### src/rtl/fpu_mul_issue_if.sv
// Requester-side handshake bundle for the FP32 multiplier issue controller:
// two issue channels (operands in, ready out) and two result-return channels.
interface fpu_mul_issue_if;
    logic        req0_valid;
    logic [31:0] req0_a;
    logic [31:0] req0_b;
    logic        req0_ready;
    logic        req1_valid;
    logic [31:0] req1_a;
    logic [31:0] req1_b;
    logic        req1_ready;

    logic        resp0_valid;
    logic        resp0_ready;
    logic [31:0] resp0_result;
    logic        resp0_error;
    logic        resp1_valid;
    logic        resp1_ready;
    logic [31:0] resp1_result;
    logic        resp1_error;

    modport master (
        output req0_valid, req0_a, req0_b, req1_valid, req1_a, req1_b,
        output resp0_ready, resp1_ready,
        input  req0_ready, req1_ready,
        input  resp0_valid, resp0_result, resp0_error,
        input  resp1_valid, resp1_result, resp1_error
    );

    modport slave (
        input  req0_valid, req0_a, req0_b, req1_valid, req1_a, req1_b,
        input  resp0_ready, resp1_ready,
        output req0_ready, req1_ready,
        output resp0_valid, resp0_result, resp0_error,
        output resp1_valid, resp1_result, resp1_error
    );
endinterface

### src/rtl/fpu_mul_issue_ctrl.sv
// Issue/return controller for the STAGES-deep FP32 multiplier: round-robin
// grant between two requesters, per-stage valid/owner tracking, global stall.
module fpu_mul_issue_ctrl #(
    parameter int STAGES = 4,
    parameter int CNT_W  = 4
) (
    input  logic             clk,
    input  logic             nRESET,
    fpu_mul_issue_if.slave   req_if,
    output logic [31:0]      pipe_in_a,
    output logic [31:0]      pipe_in_b,
    output logic             pipe_en,
    input  logic [31:0]      pipe_out_result,
    input  logic             pipe_out_error,
    output logic [CNT_W-1:0] inflight,
    output logic             idle
);

    logic [STAGES-1:0] v_q, v_d;
    logic [STAGES-1:0] t_q, t_d;
    logic              last_grant_q, last_grant_d;
    logic [CNT_W-1:0]  inflight_q, inflight_d;

    logic grant_any_s;
    logic grant_id_s;
    logic final_v_s;
    logic final_t_s;
    logic owner_ready_s;
    logic stall_s;
    logic accept_s;
    logic retire_s;

    // Round-robin grant: a tie goes to the requester that did not win last.
    always_comb begin
        grant_any_s = 1'b0;
        grant_id_s  = 1'b0;
        case ({req_if.req1_valid, req_if.req0_valid})
            2'b01: begin
                grant_any_s = 1'b1;
                grant_id_s  = 1'b0;
            end
            2'b10: begin
                grant_any_s = 1'b1;
                grant_id_s  = 1'b1;
            end
            2'b11: begin
                grant_any_s = 1'b1;
                grant_id_s  = ~last_grant_q;
            end
            default: begin
                grant_any_s = 1'b0;
                grant_id_s  = 1'b0;
            end
        endcase
    end

    // Stall when the final stage holds a result its owner cannot take yet.
    always_comb begin
        final_v_s = v_q[STAGES-1];
        final_t_s = t_q[STAGES-1];
        if (final_t_s) begin
            owner_ready_s = req_if.resp1_ready;
        end else begin
            owner_ready_s = req_if.resp0_ready;
        end
        stall_s  = final_v_s && !owner_ready_s;
        accept_s = grant_any_s && !stall_s && nRESET;
        retire_s = final_v_s && !stall_s;
    end

    // Requester-facing outputs and operand mux; requester 0 is the idle default.
    always_comb begin
        pipe_en           = ~stall_s;
        req_if.req0_ready = accept_s && !grant_id_s;
        req_if.req1_ready = accept_s && grant_id_s;
        if (grant_id_s) begin
            pipe_in_a = req_if.req1_a;
            pipe_in_b = req_if.req1_b;
        end else begin
            pipe_in_a = req_if.req0_a;
            pipe_in_b = req_if.req0_b;
        end
        req_if.resp0_valid  = final_v_s && !final_t_s;
        req_if.resp1_valid  = final_v_s && final_t_s;
        req_if.resp0_result = pipe_out_result;
        req_if.resp0_error  = pipe_out_error;
        req_if.resp1_result = pipe_out_result;
        req_if.resp1_error  = pipe_out_error;
        inflight            = inflight_q;
        idle                = !nRESET ||
                              ((inflight_q == {CNT_W{1'b0}}) &&
                               !req_if.req0_valid && !req_if.req1_valid);
    end

    // Next state: the whole valid/tag shift register moves only when enabled.
    always_comb begin
        v_d          = v_q;
        t_d          = t_q;
        last_grant_d = last_grant_q;
        if (!stall_s) begin
            v_d = {v_q[STAGES-2:0], accept_s};
            t_d = {t_q[STAGES-2:0], grant_id_s};
            if (accept_s) begin
                last_grant_d = grant_id_s;
            end else begin
                last_grant_d = last_grant_q;
            end
        end else begin
            v_d          = v_q;
            t_d          = t_q;
            last_grant_d = last_grant_q;
        end
        case ({accept_s, retire_s})
            2'b10:   inflight_d = inflight_q + CNT_W'(1);
            2'b01:   inflight_d = inflight_q - CNT_W'(1);
            default: inflight_d = inflight_q;
        endcase
    end

    // State registers; reset discards every in-flight operation.
    always_ff @(posedge clk or negedge nRESET) begin
        if (!nRESET) begin
            v_q          <= {STAGES{1'b0}};
            t_q          <= {STAGES{1'b0}};
            last_grant_q <= 1'b1;
            inflight_q   <= {CNT_W{1'b0}};
        end else begin
            v_q          <= v_d;
            t_q          <= t_d;
            last_grant_q <= last_grant_d;
            inflight_q   <= inflight_d;
        end
    end

endmodule

### src/flat_wrapper.sv
// flat-port wrapper written by rule: the top's interface ports become plain ports
module fpu_mul_issue_ctrl_flat 
#(
    parameter int STAGES = 4,
    parameter int CNT_W  = 4
)
  (clk, nRESET, pipe_in_a, pipe_in_b, pipe_en, pipe_out_result, pipe_out_error, inflight, idle, req_if_req0_valid, req_if_req0_a, req_if_req0_b, req_if_req1_valid, req_if_req1_a, req_if_req1_b, req_if_resp0_ready, req_if_resp1_ready, req_if_req0_ready, req_if_req1_ready, req_if_resp0_valid, req_if_resp0_result, req_if_resp0_error, req_if_resp1_valid, req_if_resp1_result, req_if_resp1_error);
  fpu_mul_issue_if req_if_i ();
  input  logic clk;
  input  logic nRESET;
  output logic [31:0] pipe_in_a;
  output logic [31:0] pipe_in_b;
  output logic pipe_en;
  input  logic [31:0] pipe_out_result;
  input  logic pipe_out_error;
  output logic [CNT_W-1:0] inflight;
  output logic idle;
  input wire logic [$bits(req_if_i.req0_valid)-1:0] req_if_req0_valid;
  input wire logic [$bits(req_if_i.req0_a)-1:0] req_if_req0_a;
  input wire logic [$bits(req_if_i.req0_b)-1:0] req_if_req0_b;
  input wire logic [$bits(req_if_i.req1_valid)-1:0] req_if_req1_valid;
  input wire logic [$bits(req_if_i.req1_a)-1:0] req_if_req1_a;
  input wire logic [$bits(req_if_i.req1_b)-1:0] req_if_req1_b;
  input wire logic [$bits(req_if_i.resp0_ready)-1:0] req_if_resp0_ready;
  input wire logic [$bits(req_if_i.resp1_ready)-1:0] req_if_resp1_ready;
  output wire logic [$bits(req_if_i.req0_ready)-1:0] req_if_req0_ready;
  output wire logic [$bits(req_if_i.req1_ready)-1:0] req_if_req1_ready;
  output wire logic [$bits(req_if_i.resp0_valid)-1:0] req_if_resp0_valid;
  output wire logic [$bits(req_if_i.resp0_result)-1:0] req_if_resp0_result;
  output wire logic [$bits(req_if_i.resp0_error)-1:0] req_if_resp0_error;
  output wire logic [$bits(req_if_i.resp1_valid)-1:0] req_if_resp1_valid;
  output wire logic [$bits(req_if_i.resp1_result)-1:0] req_if_resp1_result;
  output wire logic [$bits(req_if_i.resp1_error)-1:0] req_if_resp1_error;
  assign req_if_i.req0_valid = req_if_req0_valid;
  assign req_if_i.req0_a = req_if_req0_a;
  assign req_if_i.req0_b = req_if_req0_b;
  assign req_if_i.req1_valid = req_if_req1_valid;
  assign req_if_i.req1_a = req_if_req1_a;
  assign req_if_i.req1_b = req_if_req1_b;
  assign req_if_i.resp0_ready = req_if_resp0_ready;
  assign req_if_i.resp1_ready = req_if_resp1_ready;
  assign req_if_req0_ready = req_if_i.req0_ready;
  assign req_if_req1_ready = req_if_i.req1_ready;
  assign req_if_resp0_valid = req_if_i.resp0_valid;
  assign req_if_resp0_result = req_if_i.resp0_result;
  assign req_if_resp0_error = req_if_i.resp0_error;
  assign req_if_resp1_valid = req_if_i.resp1_valid;
  assign req_if_resp1_result = req_if_i.resp1_result;
  assign req_if_resp1_error = req_if_i.resp1_error;
  fpu_mul_issue_ctrl #(.STAGES(STAGES), .CNT_W(CNT_W)) u_core (.clk(clk), .nRESET(nRESET), .req_if(req_if_i), .pipe_in_a(pipe_in_a), .pipe_in_b(pipe_in_b), .pipe_en(pipe_en), .pipe_out_result(pipe_out_result), .pipe_out_error(pipe_out_error), .inflight(inflight), .idle(idle));
endmodule
### config.mk
export PLATFORM = sky130hd
export DESIGN_NAME = fpu_mul_issue_ctrl_flat
export DESIGN_NICKNAME = d
export VERILOG_FILES = /design/src/rtl/fpu_mul_issue_if.sv /design/src/rtl/fpu_mul_issue_ctrl.sv /design/src/flat_wrapper.sv
export SDC_FILE = /design/constraint.sdc
export NUM_CORES = 1
export LEC_CHECK = 0
export CELL_PAD_IN_SITES_DETAIL_PLACEMENT = 0
export CELL_PAD_IN_SITES_GLOBAL_PLACEMENT = 2
export CORE_MARGIN = 8
export CORE_UTILIZATION = 12
export CTS_CLUSTER_DIAMETER = 50
export DETAILED_ROUTE_END_ITERATION = 16
export PLACE_DENSITY = 0.95
export SKIP_CTS_REPAIR_TIMING = 1
export SYNTH_ARGS = -nofsm -noshare
export SYNTH_HDL_FRONTEND = slang
export SYNTH_SLANG_ARGS = --single-unit
### constraint.sdc
create_clock -name clk -period 5.9 [get_ports clk]
set_clock_uncertainty 0.2 [all_clocks]
set_input_delay 1.18 -clock clk [delete_from_list [all_inputs] [get_ports clk]]
set_output_delay 1.18 -clock clk [all_outputs]
set_load 0.1 [all_outputs]
Word level (Yosys, flattened, before mapping)
Cells that the tools add are included.

word-level totals
  register bits after elaboration = 13
  word-level logic and storage cells = 41
  input bits = 167

operators by class
  add/sub/neg operators = 2
  equal/unequal tests = 5
  multiplexer cells = 6
  reduce and logical (&&, ||, !) cells = 22
  bitwise gates (word level) = 2

operators by type and width
  cell                 count
  $mux 32              2
  $logic_and 1x1->1    10
  $pmux 4 s2           1
  $logic_not 1->1      7
  $eq 2x2->1 const B   3
  $add 4x1->4 const B  1
  $eq 2x1->1 const B   2
  $logic_not 4->1      1
  $sub 4x1->4 const B  1
  $reduce_or 3->1      1
  $mux 1               2
  $not 1->1            2
  $pmux 1 s2           1
  $reduce_and 2->1     1
  $reduce_bool 2->1    1
  $logic_or 1x1->1     1

Logic depth before layout (Yosys ltp)
  depth in word-level cells = 8
  depth in mapped cells = 11
  mapped depth without buffers = 10

Worst setup path after synthesis
No wires, ideal clock.

  path type = register to output
  from = register u_core.inflight_q[2], in the netlist u_core.inflight[2]
  to = output idle
  arrival = 3.651 ns
  slack = 0.869 ns
  buffers on the path = 0
  cell stages (with the launch flop) = 3
  cells stage by stage = dfrtp_1 > or4_1 > o31ai_1

on the way
  longest elaborated chain between the ends = 4

ends and longest elaborated chain
  item                    line                       RTL
  start, declared         fpu_mul_issue_ctrl.sv:22   logic [CNT_W-1:0] inflight_q, inflight_d;
  start signal, assigned  fpu_mul_issue_ctrl.sv:126  inflight_q <= {CNT_W{1'b0}};
  start signal, assigned  fpu_mul_issue_ctrl.sv:131  inflight_q <= inflight_d;
  $logic_not 4->1         fpu_mul_issue_ctrl.sv:91   ((inflight_q == {CNT_W{1'b0}}) &&
  $logic_and 1x1->1       fpu_mul_issue_ctrl.sv:91
  $logic_and 1x1->1       fpu_mul_issue_ctrl.sv:92   !req_if.req0_valid && !req_if.req1_valid);
  $logic_or 1x1->1        fpu_mul_issue_ctrl.sv:90   idle = !nRESET ||
  end, declared           flat_wrapper.sv:17         output logic idle;

No other way between the ends.

Worst setup path after layout
  from = input req_if_req1_valid
  to = output pipe_in_a[18]

on the way
  longest elaborated chain between the ends = 3
  elaborated cells between the ends (all ways) = 4
  those cells by class = eq/ne (2); mux (2)

ends and longest elaborated chain
  item             line                      RTL
  start, declared  flat_wrapper.sv:21        input wire logic [$bits(req_if_i.req1_valid)-1:0] req_if_req1_valid;
  $eq 2x2->1       fpu_mul_issue_ctrl.sv:37  case ({req_if.req1_valid, req_if.req0_valid})
  $pmux 1 s2 *     fpu_mul_issue_ctrl.sv:37
  $mux 32 *        fpu_mul_issue_ctrl.sv:76  if (grant_id_s) begin
  end, declared    flat_wrapper.sv:11        output logic [31:0] pipe_in_a;

Mark *: on every way between the ends. The rest lies on a longest branch, timed or not.

==> out/results.txt <==
post-place setup slack: 1.14 ns
antenna-violating nets left: 0
Synth Flop Type: dfrtp_1
CP Class: in2out
Setup crit start kind: input pin
multi-input logic area: 1180 sq um
pin count of the biggest net entering global routing: 55
required time of the worst setup path: 4.52 ns
sequential fraction of the synthesis area: 15.5%
1st-pass router iterations: 4
post-synth net total: 365
Worst path max stage delay: 0.59 ns
final std cells w/o fill: 559
status: complete, no violations
Tot GR Track Use: 7.25%
fin. max-slew vios: 0
f_max: 211 MHz
initial antenna violation count: 0
Placed Instances: 555
Period Utilization, post-route: 80.4%
Syn-to-layout area delta: 80.6%
critical path arrival: 3.36 ns
Initial Util: 12.2%
worst hold path type: reg2reg
Yosys reg bits: 13
antenna cells: 0
Final min period: 4.74 ns
wire length per cell: 15.4 um
final core utilization: 22.0%
via count: 1907
Port Buf Inserts: 207
final hold viol count: 0
sum of negative setup slack: 0 ns
Clock Latency Late Sink: 0.23 ns
die height: 148 um
Cells after Synth: 195
WL final: 8590 um
CP Capture Type: output pin
P_leak: 1.60 nW
Die W: 148 um
Core Rows: 48
Slew HR: 32.8%
CTS root buf: clkbuf_16
Worst VDD drop: 0.371 mV
reg2reg setup slack: 2.94 ns
Worst Hold Endpoint: u_core.v_q[3]
share of cells above drive strength 1: 43.4%
Mapped Area: 2100 sq um
total gr overflow: 0
max-cap viol count: 0
number of flops mapped to enable cells by yosys: 0
CTS H-tree lvls: 1
worst r2r path cells: 10
Worst-path clk slew: 0.04 ns
worst-margin pin slew: 1.00 ns
Nets: 505
CTS tree: yes
DP Wirelength: 7680 um
RSZ-0062 raised after global routing: no
FILL cells: 1824
DR iter-0 viols: 30
most common cell after layout, fill and taps aside: clkdlybuf4s50_1
crit-path cells: clkdlybuf4s50_1 -> a21boi_4 -> buf_12 -> mux2_2 -> buf_4
crit-path max FO: 54
Yosys Warn Count: 0
Synth cell types: 30
global-route wire length before repair: 12700 um
clock sinks: 13
vias per cell: 3.41
Cell Pwr Density: 397 nW/um^2
placer congestion estimate: 0.823
Core ar.: 17200 sq um
r2r endpoint: u_core.inflight[2]
Final setup viols: 0
post-synthesis async set-or-reset flop share: 100%
worst setup path startpoint: req_if_req1_valid
number of global-route vias before repair: 2265
Avg Inst Size Synth: 10.8 sq um
commonest cells after routing, fill and taps aside: 139 x clkdlybuf4s50_1, 69 x buf_4, 39 x mux2_2
CTS buffer count: 3
Reg-to-Reg Start: u_core.t_q[3]
Hold Path Origin: u_core.v_q[2]
Clock Path Buffers: 2
total die area: 22000 sq um
Slowest cell on crit path: a21boi_4
Register Area: 327 sq um
hold path depth: 1
total power draw: 1.51 mW
I/O pin count: 307
DRC errors left: 0
final worst slack: 1.16 ns
-- power by group --
part           switching (mW)  internal (mW)
combinational           0.834          0.367
clock                  0.0329         0.0907
sequential             0.0487          0.136
total                   0.915          0.594
-- worst max-delay path, delay by kind of cell --
kind / cells / cell delay, ns
AO/OA/AOI/OAI: 1 / 0.59
multiplexers: 1 / 0.39
buffers and inverters: 3 / 1.13
-- through the flow --
step                cell area (sq um)  hold slack [ns]
floorplan                        2100            0.235
global placement                 3720            0.251
detailed placement               3720            0.255
CTS                              3800            0.268
global route                     3800            0.282
finish                           3800            0.279
-- per-layer routing --
| metal | up-vias | GRT usage, % | wire (um) |
|---|---|---|---|
| li1 | 886 | - | - |
| met4 | 0 | 1.53 | 76 |
| met1 | 887 | 6.03 | 2700 |
| met2 | 126 | 15.2 | 4900 |
| met5 | - | 0 | 0 |
| met3 | 8 | 3.04 | 912 |
-- flip-flops by register name, indices dropped and copies added, names as in the netlist --
signal,cells
u_core.v_q,4
u_core.inflight,4
u_core.t_q,4
u_core.last_grant_q,1
-- worst max-delay path by stage --
| stage | cells past startpoint | end |
|---|---|---|
| 5_1_grt | 5 | pipe_in_a[17] |
| 2_1_floorplan | 2 | idle |
| 4_1_cts | 5 | pipe_in_a[18] |
| 6_report | 5 | pipe_in_a[18] |
| 3_3_place_gp | 5 | pipe_in_a[18] |
| 3_5_place_dp | 5 | pipe_in_a[18] |
-- cells by family (layout without fill, tap and decap cells) --
family,after synthesis,in the layout,synth area share (%)
mux,71,71,43.5
simple gates,17,17,4.58
fa+ha+maj,3,3,1.79
xor+xnor,5,5,2.08
buf+inv,75,214,28.5
compound gates,11,11,3.99
flops,13,13,15.5
-- cells in the mapped netlist (2+ instances only) --
| library cell | number | share of area (%) |
|---|---|---|
| nor2b_1 | 3 | 0.89 |
| xor2_1 | 4 | 1.7 |
| a31oi_1 | 2 | 0.60 |
| a21oi_1 | 4 | 0.95 |
| ha_1 | 3 | 1.8 |
| buf_12 | 2 | 1.9 |
| nand2b_1 | 2 | 0.60 |
| dfrtp_1 | 12 | 14 |
| mux2_2 | 39 | 21 |
| and2b_1 | 2 | 0.71 |
| mux2_4 | 31 | 22 |
| nor2_1 | 3 | 0.54 |
| nand2_1 | 2 | 0.36 |
| buf_6 | 2 | 1.1 |
| buf_4 | 69 | 25 |
-- area by class of cell --
type,count,area share [%]
Clock buffer,4,2.08
Inverter,1,0.0989
Multi-Input combinational cell,107,31.0
Sequential cell,13,8.60
Tap cell,225,7.42
Timing Repair Buffer,209,50.8
Power figures use the tool's default switching activity.
